==> src/rtl/reg_arb_pkg.sv <==
// Shared types and helpers for the register-bus arbiter and other bus masters that need
// round-robin selection.
package reg_arb_pkg;

  typedef enum logic [1:0] {IDLE, ACCESS, DONE} arb_state_t;

  localparam int unsigned MAX_REQ = 8;
  localparam int unsigned IDX_W   = 3;

  // Read data returned to a requester whose transfer timed out (sliced to DATA_WIDTH).
  localparam logic [63:0] ERR_RDATA = '1;

  // First set bit of req at or after ptr, wrapping modulo n; 0 when req is empty.
  function automatic logic [IDX_W-1:0] rr_pick(input logic [MAX_REQ-1:0] req,
                                                input logic [IDX_W-1:0]   ptr,
                                                input int unsigned        n);
    logic [IDX_W-1:0] idx;
    logic             found;
    int unsigned      j;
    idx   = '0;
    found = 1'b0;
    for (int unsigned k = 0; k < MAX_REQ; k++) begin
      j = (32'(ptr) + k) % n;
      if (k < n && !found && req[j[IDX_W-1:0]]) begin
        idx   = j[IDX_W-1:0];
        found = 1'b1;
      end
    end
    return idx;
  endfunction

endpackage

==> src/rtl/reg_rr_pick.sv <==
// Combinational round-robin picker: rotate the request vector by ptr and priority-encode the
// first requester found.
module reg_rr_pick
  import reg_arb_pkg::*;
#(
  parameter int unsigned NUM_REQ = 4
) (
  input  logic [NUM_REQ-1:0] req,
  input  logic [IDX_W-1:0]   ptr,
  output logic [IDX_W-1:0]   grant,
  output logic               any
);

  logic [MAX_REQ-1:0] req_ext;

  always_comb begin
    req_ext                = '0;
    req_ext[NUM_REQ-1:0]   = req;
    grant                  = rr_pick(req_ext, ptr, NUM_REQ);
    any                    = |req;
  end

endmodule

==> src/rtl/reg_bus_arbiter.sv <==
// Round-robin arbiter sharing one reg_ctrl register bus between NUM_REQ requesters, with a
// per-transfer ready timeout so a silent slave cannot hang the bus.
module reg_bus_arbiter
  import reg_arb_pkg::*;
#(
  parameter int unsigned NUM_REQ    = 4,
  parameter int unsigned ADDR_WIDTH = 8,
  parameter int unsigned DATA_WIDTH = 16,
  parameter int unsigned TIMEOUT    = 15
) (
  input  logic                          clk,
  input  logic                          rst,
  input  logic [NUM_REQ-1:0]            req_sel,
  input  logic [NUM_REQ-1:0]            req_wr,
  input  logic [NUM_REQ*ADDR_WIDTH-1:0] req_addr,
  input  logic [NUM_REQ*DATA_WIDTH-1:0] req_wdata,
  output logic [NUM_REQ-1:0]            req_ready,
  output logic                          req_err,
  output logic [DATA_WIDTH-1:0]         req_rdata,
  output logic                          m_sel,
  output logic                          m_wr,
  output logic [ADDR_WIDTH-1:0]         m_addr,
  output logic [DATA_WIDTH-1:0]         m_wdata,
  input  logic [DATA_WIDTH-1:0]         m_rdata,
  input  logic                          m_ready
);

  localparam logic [7:0] CNT_LAST = 8'(TIMEOUT - 1);

  arb_state_t             state;
  logic [IDX_W-1:0]       grant;
  logic [IDX_W-1:0]       rr_ptr;
  logic [7:0]             cnt;

  logic [IDX_W-1:0]       pick;
  logic                   any;
  logic                   pick_wr;
  logic [ADDR_WIDTH-1:0]  pick_addr;
  logic [DATA_WIDTH-1:0]  pick_wdata;

  reg_rr_pick #(
    .NUM_REQ (NUM_REQ)
  ) u_pick (
    .req   (req_sel),
    .ptr   (rr_ptr),
    .grant (pick),
    .any   (any)
  );

  // Select the picked requester's slice of the flattened request fields.
  always_comb begin
    pick_wr    = 1'b0;
    pick_addr  = '0;
    pick_wdata = '0;
    for (int unsigned i = 0; i < NUM_REQ; i++) begin
      if (pick == IDX_W'(i)) begin
        pick_wr    = req_wr[i];
        pick_addr  = req_addr[i*ADDR_WIDTH +: ADDR_WIDTH];
        pick_wdata = req_wdata[i*DATA_WIDTH +: DATA_WIDTH];
      end
    end
  end

  always_ff @(posedge clk or posedge rst) begin
    if (rst) begin
      state     <= IDLE;
      grant     <= '0;
      rr_ptr    <= '0;
      cnt       <= '0;
      m_sel     <= 1'b0;
      m_wr      <= 1'b0;
      m_addr    <= '0;
      m_wdata   <= '0;
      req_ready <= '0;
      req_err   <= 1'b0;
      req_rdata <= '0;
    end else begin
      case (state)
        IDLE: begin
          if (any) begin
            grant   <= pick;
            m_sel   <= 1'b1;
            m_wr    <= pick_wr;
            m_addr  <= pick_addr;
            m_wdata <= pick_wdata;
            cnt     <= '0;
            state   <= ACCESS;
          end
        end
        ACCESS: begin
          if (m_ready) begin
            m_sel     <= 1'b0;
            req_ready <= NUM_REQ'(1) << grant;
            req_err   <= 1'b0;
            req_rdata <= m_wr ? '0 : m_rdata;
            state     <= DONE;
          end else if (cnt == CNT_LAST) begin
            m_sel     <= 1'b0;
            req_ready <= NUM_REQ'(1) << grant;
            req_err   <= 1'b1;
            req_rdata <= ERR_RDATA[DATA_WIDTH-1:0];
            state     <= DONE;
          end else if (cnt != 8'hFF) begin
            cnt <= cnt + 8'd1;
          end
        end
        DONE: begin
          req_ready <= '0;
          req_err   <= 1'b0;
          rr_ptr    <= (32'(grant) == NUM_REQ - 1) ? '0 : grant + 1'b1;
          state     <= IDLE;
        end
        default: state <= IDLE;
      endcase
    end
  end

endmodule

==> config.mk <==
export PLATFORM = sky130hd
export DESIGN_NAME = reg_bus_arbiter
export DESIGN_NICKNAME = d
export VERILOG_FILES = /design/src/rtl/reg_arb_pkg.sv /design/src/rtl/reg_rr_pick.sv /design/src/rtl/reg_bus_arbiter.sv
export SDC_FILE = /design/constraint.sdc
export NUM_CORES = 1
export LEC_CHECK = 0
export ABC_CLOCK_PERIOD_IN_PS = 5200
export CORE_MARGIN = 2
export CORE_UTILIZATION = 43
export CTS_CLUSTER_SIZE = 16
export DETAILED_ROUTE_END_ITERATION = 10
export PLACE_DENSITY = 0.84
export SKIP_CTS_REPAIR_TIMING = 1
export SLEW_MARGIN = 20
export SYNTH_ARGS = -nofsm -noshare
export SYNTH_HDL_FRONTEND = slang
export SYNTH_HIERARCHICAL = 1
export SYNTH_SLANG_ARGS = --single-unit
==> constraint.sdc <==
create_clock -name clk -period 5.2 [get_ports clk]
set_clock_uncertainty 0.05 [all_clocks]
set_input_delay 0.78 -clock clk [delete_from_list [all_inputs] [get_ports clk]]
set_output_delay 0.78 -clock clk [all_outputs]
set_load 0.05 [all_outputs]
==> key figures, run 1 <==
Status
  – Outcome: completed

Worst hold path
  – Hold Path Stages: 1
  – Hold Path End: m_addr[0]
  – HP Class: reg -> reg
  – Hold Crit Start: m_addr[0]

Power and ir drop
  – Leak: 2.161 nW
  – Power Density: between 600 and 700 nW/um^2
  – Peak VDD IR: 0.2871 mV
  – Power Total: between 3 and 4 mW

Cells and area
  – Final nets: 559
  – Most common cell after layout, fill and taps aside: clkdlybuf4s50_1
  – Sequential Area: 1551 um^2
  – Multi-input combinational cell area: 1635 um^2
  – Share of layout cells above drive strength 1: 0.1333
  – Layout Cells excl Fill: about 530
  – Most frequent cells in the layout: 169 x clkdlybuf4s50_1, 62 x dfrtp_1, 25 x mux4_2, 25 x a22o_1, 17 x nor2b_1
  – Fill cell count: 500
  – Design Area, Final: roughly 5400 um^2
  – Util after Layout: 0.7300
  – Antenna cell count: 0
  – Layout area overhead: 62.75%

Critical path
  – CP Cell Sequence: clkdlybuf4s50_1, inv_1, a221o_1, a21oi_4, buf_4, mux4_2, a22o_1
  – Startpoint Class: input pin
  – Crit-path max FO: 14
  – CP Capture Type: flop
  – Slowest cell on crit path: a21oi_4
  – Critical R2R Launch: rr_ptr[0]
  – R2r setup slk: 2.50 ns
  – Worst r2r path cells: 6
  – CP Data Required Time: roughly 5.4 ns
  – WS Path Type: in -> reg
  – Arrival @ worst endpoint: between 3 and 4 ns
  – Reg2reg end: m_wdata[14]
  – Critical path's largest stage delay: around 0.57 ns

Global routing
  – Total track usage: 0.2259
  – First-pass GRT wire length: 14520 um
  – Vias in the first global route: 2998
  – Initial antenna violation count: 0
  – Largest net degree at the start of global routing: 63
  – Grt ovf: 0

Die
  – DIE HEIGHT: ~90 um
  – I/O pin count: 170
  – Core Region: 7331 um^2
  – Initial Util: 0.4485
  – Die area: 8362 um^2
  – Chip Width: 91.45 um
  – Rows: 31

Timing
  – Final Critical Period: approximately 3.3 ns
  – F_max: 306.2 MHz
  – Final WS setup: 1.935 ns
  – Setup_tns: 0 ns
  – Worst Tran Pin Value: 1.034 ns
  – Endpoints failing setup: 0
  – Unrepaired setup endpoints after global routing: false
  – Crit share post-route: 0.6280
  – Final Max Tran Viols: 0
  – Final hold vios: 0
  – Worst Hold Slack: 0.4595 ns
  – Rel. slew slack: 0.3100

Detailed routing
  – Via density: 5.345
  – First DRT Iteration DRCs: 84
  – Vias: between 2k and 3k
  – Metal-1 WL: between 3000 and 4000 um
  – DR pass1 iterations: 4
  – WL per Instance: roughly 17 um
  – Met2 wire length: about 4800 um
  – Top layer in use: met4
  – ANT nets after route: 0
  – Met3 WL: 787 um
  – Detailed-route wire length: 9162 um
  – DRC Markers: 0

Logic synthesis
  – Synthesized cell area: 3288 um^2
  – Synth Instances: 263
  – Syn_area_per_cell: 12.50 um^2
  – Synthesized Nets: 392
  – Yosys Warn Count: 6

Placed design
  – Placed cell count: slightly above 500
  – Final GP Congestion: 0.8273
  – Dpl hpwl: 7053 um
  – Cell Area, Placed: 5081 um^2
  – Port Buffers: 169
  – Placement Setup Slack: roughly 1.5 ns

CTS
  – Max clock buf depth: 2
  – Worst skew pair latency: 0.34 ns
  – Root Buffer: clkbuf_8
  – Clock buffer count from CTS: 9
  – CTS tree: done
  – Clock-pin slew on the worst setup and hold paths: 0.07 ns
  – Htree depth: 3
  – Sink Count: 62

Job
  – Max_cap viols: 0
==> state kept, by name (all words and copies together), names as in the netlist <==
| name | count |
|---|---|
| rr_ptr | 2 |
| state | 2 |
| m_addr | 8 |
| req_ready | 4 |
| m_wdata | 16 |
| m_sel | 1 |
| req_rdata | 16 |
| cnt | 8 |
| req_err | 1 |
| m_wr | 1 |
| grant | 3 |
==> cell type report <==
class                           instances  share of cell area
Timing Repair Buffer                  173              0.3217
Inverter                               13            0.009119
Clock inverter                          6             0.02478
Multi-Input combinational cell        171              0.3056
Tap cell                               99             0.02315
Clock buffer                           10             0.02572
Sequential cell                        62              0.2899
==> worst max path at each step <==
stage               startpoint          end  slack (ns)  cells past startpoint
floorplan           req_sel[1]    m_addr[0]        2.50                      7
global placement    req_sel[1]    m_addr[2]        1.61                      7
detailed placement  req_sel[1]    m_addr[4]        1.54                      7
CTS                 req_sel[1]  m_wdata[14]        1.91                      7
global route        req_sel[1]  m_wdata[12]        1.79                      7
finish              req_sel[1]  m_wdata[14]        1.93                      7
==> worst max-delay path, delay by kind of cell <==
kind	cells	cell delay, ns
compound gates	3	1.17
buf+inv	3	0.94
mux	1	0.54
==> where the power goes <==
group	total [mW]	switching, mW	internal [mW]
logic	1.86	1.10	0.762
clock network	0.564	0.185	0.379
registers	0.874	0.169	0.705
total	3.30	1.45	1.85
==> per-layer routing <==
layer / global-route usage / up-vias
met4: 0.07071 / 0
met5: 0 / -
met1: 0.2505 / 1384
met2: 0.3928 / 118
met3: 0.09378 / 13
li1: - / 1339
Note: power is estimated with default switching activity, not from simulation.
==> run 2, diff against run 1 <==
Settings changed: ABC_CLOCK_PERIOD_IN_PS 5200 to 3300, CORE_UTILIZATION 43 to 40, PLACE_DENSITY 0.84 to 0.79.
Clock period 5.2 ns to 3.3 ns, I/O delays scaled along.
==> key figures, run 2 (synthesized netlist as in run 1, its figures left out) <==
Global routing
  – First-pass GRT wire length: 14110 um
  – Met1 Resource Use GR: 0.2241
  – Met3 Usage GRT: 0.08380
  – Grt ovf: 0
  – M2 GR Usage: 0.3629
  – Busiest layer in global routing: met2
  – Largest net degree at the start of global routing: 33
  – Initial antenna violation count: 0
  – Vias in the first global route: 3046
  – Total track usage: 0.2104

Power and ir drop
  – Peak VDD IR: 0.4528 mV
  – Power Density: about 940 nW/um^2
  – Leak: 2.127 nW

Die
  – Chip Width: 94.67 um
  – Core Region: 8093 um^2
  – I/O pin count: 170
  – DIE HEIGHT: 94.67 um
  – Die area: approximately 9000 um^2
  – Rows: 33
  – Initial Util: 0.4063

CTS
  – Htree depth: 3
  – Max clock buf depth: 2
  – CTS tree: done
  – Root Buffer: clkbuf_8
  – Clock-pin slew on the worst setup and hold paths: 0.07 ns
  – Sink Count: 62
  – Worst skew pair latency: 0.34 ns
  – Clock buffer count from CTS: 9

Critical path
  – CP Data Required Time: 2.75 ns
  – CP Capture Type: output port
  – Slowest cell on crit path: clkdlybuf4s50_1
  – Crit-path max FO: 18
  – WS Path Type: reg -> out
  – Critical path's largest stage delay: 0.91 ns
  – Critical R2R Launch: rr_ptr[0]
  – R2r setup slk: 1.12 ns
  – Crit path max-delay family: buffers and inverters
  – Worst Setup SP: m_wr
  – Arrival @ worst endpoint: 1.96 ns
  – Worst path bufs/invs: 1
  – CP Cell Sequence: clkdlybuf4s50_1
  – Startpoint Class: flop

Detailed routing
  – WL per Instance: between 15 and 20 um
  – ANT nets after route: 0
  – Detailed-route wire length: about 9200 um
  – DR pass1 iterations: 4
  – Via density: around 5.3
  – First DRT Iteration DRCs: just over 100
  – Vias: 2867
  – DRC Markers: 0

Cells and area
  – Final nets: 561
  – Most common cell after layout, fill and taps aside: clkdlybuf4s50_1
  – Fill cell count: 636
  – Layout area overhead: 61.19%
  – Most frequent cells in the layout: 169 x clkdlybuf4s50_1, 62 x dfrtp_1, 25 x mux4_2, 25 x a22o_1, 17 x nor2b_1
  – Leading registers by flop count: m_wdata (16), req_rdata (16)
  – Antenna cell count: 0
  – Share of layout cells above drive strength 1: 0.1281
  – Design Area, Final: 5300 um^2

Placed design
  – Final GP Congestion: 0.8289
  – Port Buffers: 169
  – Cell Area, Placed: approximately 5000 um^2
  – Dpl hpwl: 7082 um

Timing
  – Rel. slew slack: 0.2731
  – Crit share post-route: 0.7581
  – Endpoints failing setup: 0
  – Unrepaired setup endpoints after global routing: false
  – F_max: 399.7 MHz
  – Worst Tran Pin Value: 1.089 ns
  – Final Max Tran Viols: 0
  – Setup_tns: 0 ns
  – Final Critical Period: 2.502 ns
  – Final hold vios: 0

Worst hold path
  – HP Class: in -> async

Job
  – Max_cap viols: 0

Status
  – Outcome: completed
## run 2: cell type report
| class | instances | area [um^2] | area share |
|---|---|---|---|
| Clock buffer | 13 | 138.9 | 0.02620 |
| Clock inverter | 3 | 45.04 | 0.008499 |
| Inverter | 13 | 48.80 | 0.009207 |
| Multi-Input combinational cell | 171 | 1635 | 0.3085 |
| Sequential cell | 62 | 1551 | 0.2927 |
| Tap cell | 105 | 131.4 | 0.02479 |
| Timing Repair Buffer | 175 | 1749 | 0.3300 |
## run 2: final timing paths
| path | endpoint | cells after the start |
|---|---|---|
| min | m_wdata[6] | 2 |
| min in group clk | req_rdata[4] | 1 |
| max in group asynchronous | m_wdata[7] | 3 |
| max | m_wr | 1 |
| max reg2reg | m_wdata[6] | 6 |
| min reg2reg | req_rdata[4] | 1 |
## run 2: power breakdown
group          total, mW  internal, mW  switching, mW  leakage [nW]
combinational       2.95          1.22           1.73          1.26
clock              0.633         0.350          0.283        0.0839
sequential          1.38          1.11          0.269         0.778
total               4.96          2.68           2.28          2.13
## run 2: metrics by stage
step           power [mW]  std cells  setup slack, ns  utilization  hold WS [ns]
2_1_floorplan       3.349        263           0.8855            -        0.4152
3_3_place_gp        4.301        526           0.5546       0.6322        0.4379
3_5_place_dp        4.355        526           0.4513       0.6322        0.4419
4_1_cts             5.004        542           0.7579       0.6549        0.4325
5_1_grt             5.241        542           0.6697       0.6549        0.4706
6_report            4.962        542           0.7984       0.6549        0.4291
## run 2: layer usage
metal / vias to the layer above / share of wire
met5: - / 0
met4: 0 / 0.031
met3: 22 / 0.097
met2: 144 / 0.51
met1: 1356 / 0.36
li1: 1345 / -
==> RTL edit 1 (flow settings as in run 2) <==
Make the reset (`rst`) synchronous in one clocked block.
--- a/src/rtl/reg_bus_arbiter.sv
+++ b/src/rtl/reg_bus_arbiter.sv
@@ -63,3 +63,3 @@
 
-  always_ff @(posedge clk or posedge rst) begin
+  always_ff @(posedge clk) begin
     if (rst) begin
Check against the original RTL: differs if rst is asserted again (counterexample within 4 cycles, from zero or initial values and one cycle with rst high); with rst held inactive, the same outputs for 4 cycles.
==> RTL edit 1 against run 2 <==
  * Critical path depth increased by 7
  * Sequential cell count stayed put
  * Worst hold slack gained 0.018 ns
  * Routed wire length increased by 8.4%
  * Worst setup slack better by 0.00055 ns
  * Design area down 1.5%
  * Via count rose by 13%
  * Area after synthesis is 2.1% lower
  * Register-to-register slack worse by 0.02 ns
  * Maximum frequency barely moved
  * Critical endpoint is now m_wdata[1]
  * Largest cell class is now multi-input combinational cells
  * Highest routed layer unchanged
Power is not compared: it rests on default switching activity, and its combinational part moved more than twofold at a synthesized area within 25%.
==> RTL edit 1: results (changes against run 2) <==
The flow ran to the end, and the final reports show no timing, DRC or antenna violations. Total track usage: 23.2% (+2.1 points). The tools report the total number of nets in the final design as 616 (+9.8%). The final RePlAce weighted congestion is 0.886 (+6.9%). The transition time at the pin with the least slew margin works out to 0.858 ns (-0.231 ns). The tools report the insertion delay to the later sink of the worst-skew pair as 0.34 ns (about the same). The worst hold path belongs to the class reg2reg. Clock tree synthesis selected as its root buffer the cell clkbuf_8. The largest net degree at the start of global routing was 48 (+45%); the number of DRC markers after the initial detailed-route iteration was 136 (+32%). The per-cell via count in the routed design was 5.43 (+2.7%); the critical-path maximum fanout was 25 (+7).

The total wire length was 9.93 mm (+8.4%); the largest vdd supply drop was 0.000202 V. Post-synth net total: 455 (+16%). The slowest cell on the critical path is mux4_2.

The number of pins exceeding their max-slew limit in the final report was 0 (unchanged); the fraction of layout cells with a size suffix above 1 was 11.8% (-1.0 points). The first-pass GRT wire length came out at 15.9 mm (+13%). The data arrival time at the worst-slack endpoint came out at 2.64 ns (+0.68 ns).

The clock-pin transition on the worst setup and hold timing paths works out to 0.07 ns (about the same). Net switching is 29.6% of the power. The number of warnings reported in the yosys synthesis log was 6 (unchanged); the detailed placer's ending HPWL was 7.54 mm (+6.4%). For the number of iterations in the first detailed-routing pass, the log shows 5 (+1). In the final layout, the registers with the most flip-flops are m_wdata x16, req_rdata x16.

The post-detailed-placement cell area is 5000 um^2 (-2.2%). Via count of the first global-routing pass: 3328 (+9.3%). The worst stage delay on the critical path works out to 0.53 ns (-0.38 ns). The run gives 0 (unchanged) as the diode insertion count for antenna repair.
## RTL edit 1: path summary, 6_finish.rpt
check | start | endpoint | slack [ns] | cells past startpoint
min | req_ready[3] | req_ready[3] | 0.45 | 2
max | req_sel[1] | m_wdata[1] | 0.80 | 8
max reg2reg | rr_ptr[0] | m_wdata[1] | 1.10 | 7
min reg2reg | req_ready[3] | req_ready[3] | 0.45 | 2
## RTL edit 1: worst register-to-register path: cells and delay by family, from the launching register on
| family | cells | cell delay, ns |
|---|---|---|
| buf+inv | 2 | 0.28 |
| flops | 1 | 0.40 |
| simple gates | 1 | 0.05 |
| mux | 1 | 0.54 |
| compound gates | 3 | 0.72 |
## RTL edit 1: per-stage QoR
step                setup slack (ns)  std cells  utilization (%)
floorplan                      0.873        326                -
global placement               0.472        578             64.4
detailed placement             0.424        578             64.4
CTS                            0.782        594             67.2
global route                   0.662        594             67.2
finish                         0.799        594             67.2
## RTL edit 1: power by group through the flow
stage	clock network [mW]	logic (mW)	registers [mW]
floorplan	0	0.225	0.976
global placement	0	0.635	0.838
detailed placement	0	0.641	0.840
CTS	0.735	0.643	0.824
global route	0.766	0.681	0.830
finish	0.723	0.639	0.824
## RTL edit 1: area by class of cell
cell class                 count  area, um^2
fill                         615        2550
inverter                      29         109
tap                          102         128
clock buffer                  13         179
sequential                    62        1240
clock inverter                 3        40.0
timing repair buffer         175        1740
multi-input combinational    210        1780
## RTL edit 1: per-layer routing
layer | track usage (%) | up-vias | wire length [um]
li1 | - | 1539 | -
met5 | 0 | - | 0
met2 | 40.9 | 134 | 5110
met4 | 8.82 | 0 | 183
met1 | 25.5 | 1540 | 3740
met3 | 8.11 | 13 | 893
==> RTL edit 2 (config.mk and constraints of run 2) <==
Without the edit above. The parameter `DATA_WIDTH` goes from 16 to 12.
--- a/src/rtl/reg_bus_arbiter.sv
+++ b/src/rtl/reg_bus_arbiter.sv
@@ -7,3 +7,3 @@
   parameter int unsigned ADDR_WIDTH = 8,
-  parameter int unsigned DATA_WIDTH = 16,
+  parameter int unsigned DATA_WIDTH = 12,
   parameter int unsigned TIMEOUT    = 15
Ports: changed (resized m_rdata, m_wdata, req_rdata and req_wdata); port bits go from 170 to 142. The function was not compared with the original's and may differ.
==> RTL edit 2 against run 2 <==
  * Area after synthesis fell by 10%
  * Maximum frequency is 1.8% higher
  * Register-to-register slack gained 0.03 ns
  * Count of clock-buffer cells in the layout is 8 lower
  * Sequential cell count decreased by 8
  * Core utilization down 1.8 points
  * Via count shrank 12%
  * Total power is 16% lower
  * Design area down 13%
  * First-iteration DRC count is 30% higher
  * Routed wire length fell by 11%
  * Worst setup slack gained 0.045 ns
  * Worst hold slack got worse by 0.0066 ns
  * Largest cell class is now multi-input combinational cells
  * Largest power group unchanged
==> RTL edit 2: results (changes against run 2) <==
The tools report the CTS buffer count as 5 (-4). The total number of nets in the final design was 487 (-13%); the switching power total was 1.95 mW (-15%). For the worst slack at placement, the log shows 0.482 ns (+0.0306 ns).

Per-cell via count in the routed design: 5.29 (+0.10%). Diode insertion count for antenna repair: 0 (unchanged). The level count of the clock H-tree was 2 (-1).

Tracing the worst setup path back leads to its startpoint at req_sel[1]. For the largest vdd supply drop, the log shows 0.000388 V (-14%). The tools report the final RePlAce weighted congestion as 0.830 (+0.16%). The run finished with clean final reports. The run gives 0 (unchanged) as the number of pins exceeding their max-slew limit in the final report.

The logs give 8.16 mm (-11%) for the total wire length and 28.1% (+0.3 points) for the share of power burned in registers. The run gives 2 (unchanged) as the number of buffers on the longest clock path. In the final layout, the registers with the most flip-flops are m_wdata x12, req_rdata x12. The number of iterations in the first detailed-routing pass is 4 (unchanged), and the post-synth net total is 348 (-11%). The number of warnings reported in the yosys synthesis log was 6 (unchanged). The transition time at the pin with the least slew margin is 0.560 ns (-0.529 ns), and the critical-path maximum fanout is 22 (+4).

For the count of fill cells added during filler insertion, the log shows 574 (-9.7%). The worst register-to-register path begins at rr_ptr[0]. The root buffer cell chosen for the clock tree is clkbuf_8.

The run gives 2682 (-12%) as the via count of the first global-routing pass. The largest net degree at the start of global routing is 38 (+15%), and the clock network power is 0.446 mW (-30%). The count of buffers from port buffering works out to 141 (-17%).

The number of DRC markers after the initial detailed-route iteration is 134 (+30%), and the data arrival time at the worst-slack endpoint is 2.62 ns (+0.66 ns). The tools report the initial antenna violation count as 0 (unchanged). The first-pass GRT wire length came out at 13.2 mm (-6.8%).

The detailed placer's ending HPWL came out at 6.44 mm (-9.0%). The total track usage is 20.5% (-0.54 points), and the total leakage power is 1.88 nW (-12%). The tools report the insertion delay to the later sink of the worst-skew pair as 0.31 ns (-0.03 ns). The tightest min-delay check is of the in2async type. The fraction of layout cells with a size suffix above 1 was 12.7% (-0.15 points); the clock-pin transition on the worst setup and hold timing paths was 0.10 ns (+0.03 ns).
==> RTL edit 2: cell type report <==
class                           count  area (um^2)  area share [%]
Tap cell                           99          124            2.70
Multi-Input combinational cell    161         1500            32.7
Inverter                            9         33.8           0.735
Sequential cell                    54         1350            29.4
Timing Repair Buffer              147         1470            32.0
Clock buffer                        5         68.8            1.50
Clock inverter                      3         43.8           0.953
==> RTL edit 2: worst paths after layout <==
path	to	cells past startpoint	slack, ns
min in group clk	m_addr[0]	1	0.46
max	m_wdata[8]	7	0.84
max reg2reg	m_wdata[8]	6	1.15
min	m_wdata[9]	2	0.42
max in group asynchronous	m_wr	3	1.99
min reg2reg	m_addr[0]	1	0.46
==> RTL edit 2: per-stage QoR <==
| step | util, % | hold slack (ns) | power (mW) | cell area [um^2] | cells |
|---|---|---|---|---|---|
| 3_3_place_gp | 62.1 | 0.438 | 3.71 | 4480 | 470 |
| 4_1_cts | 63.7 | 0.425 | 4.21 | 4590 | 478 |
| 2_1_floorplan | - | 0.428 | 2.89 | 2950 | 239 |
| 6_report | 63.7 | 0.422 | 4.17 | 4590 | 478 |
| 3_5_place_dp | 62.1 | 0.442 | 3.75 | 4480 | 470 |
| 5_1_grt | 63.7 | 0.436 | 4.40 | 4590 | 478 |
==> RTL edit 2: layer usage <==
metal,track usage [%],vias up,wire length [um]
li1,-,1183,-
met1,23.1,1223,3130
met2,36.2,111,4170
met3,7.54,14,702
met4,6.54,0,168
met5,0,-,0
==> RTL edit 2: critical path, stage by stage <==
cell             delay (ns)
clkdlybuf4s50_1        0.50
inv_1                  0.08
a221o_1                0.39
a21oi_4                0.18
buf_12                 0.21
mux4_2                 0.54
a22o_1                 0.21
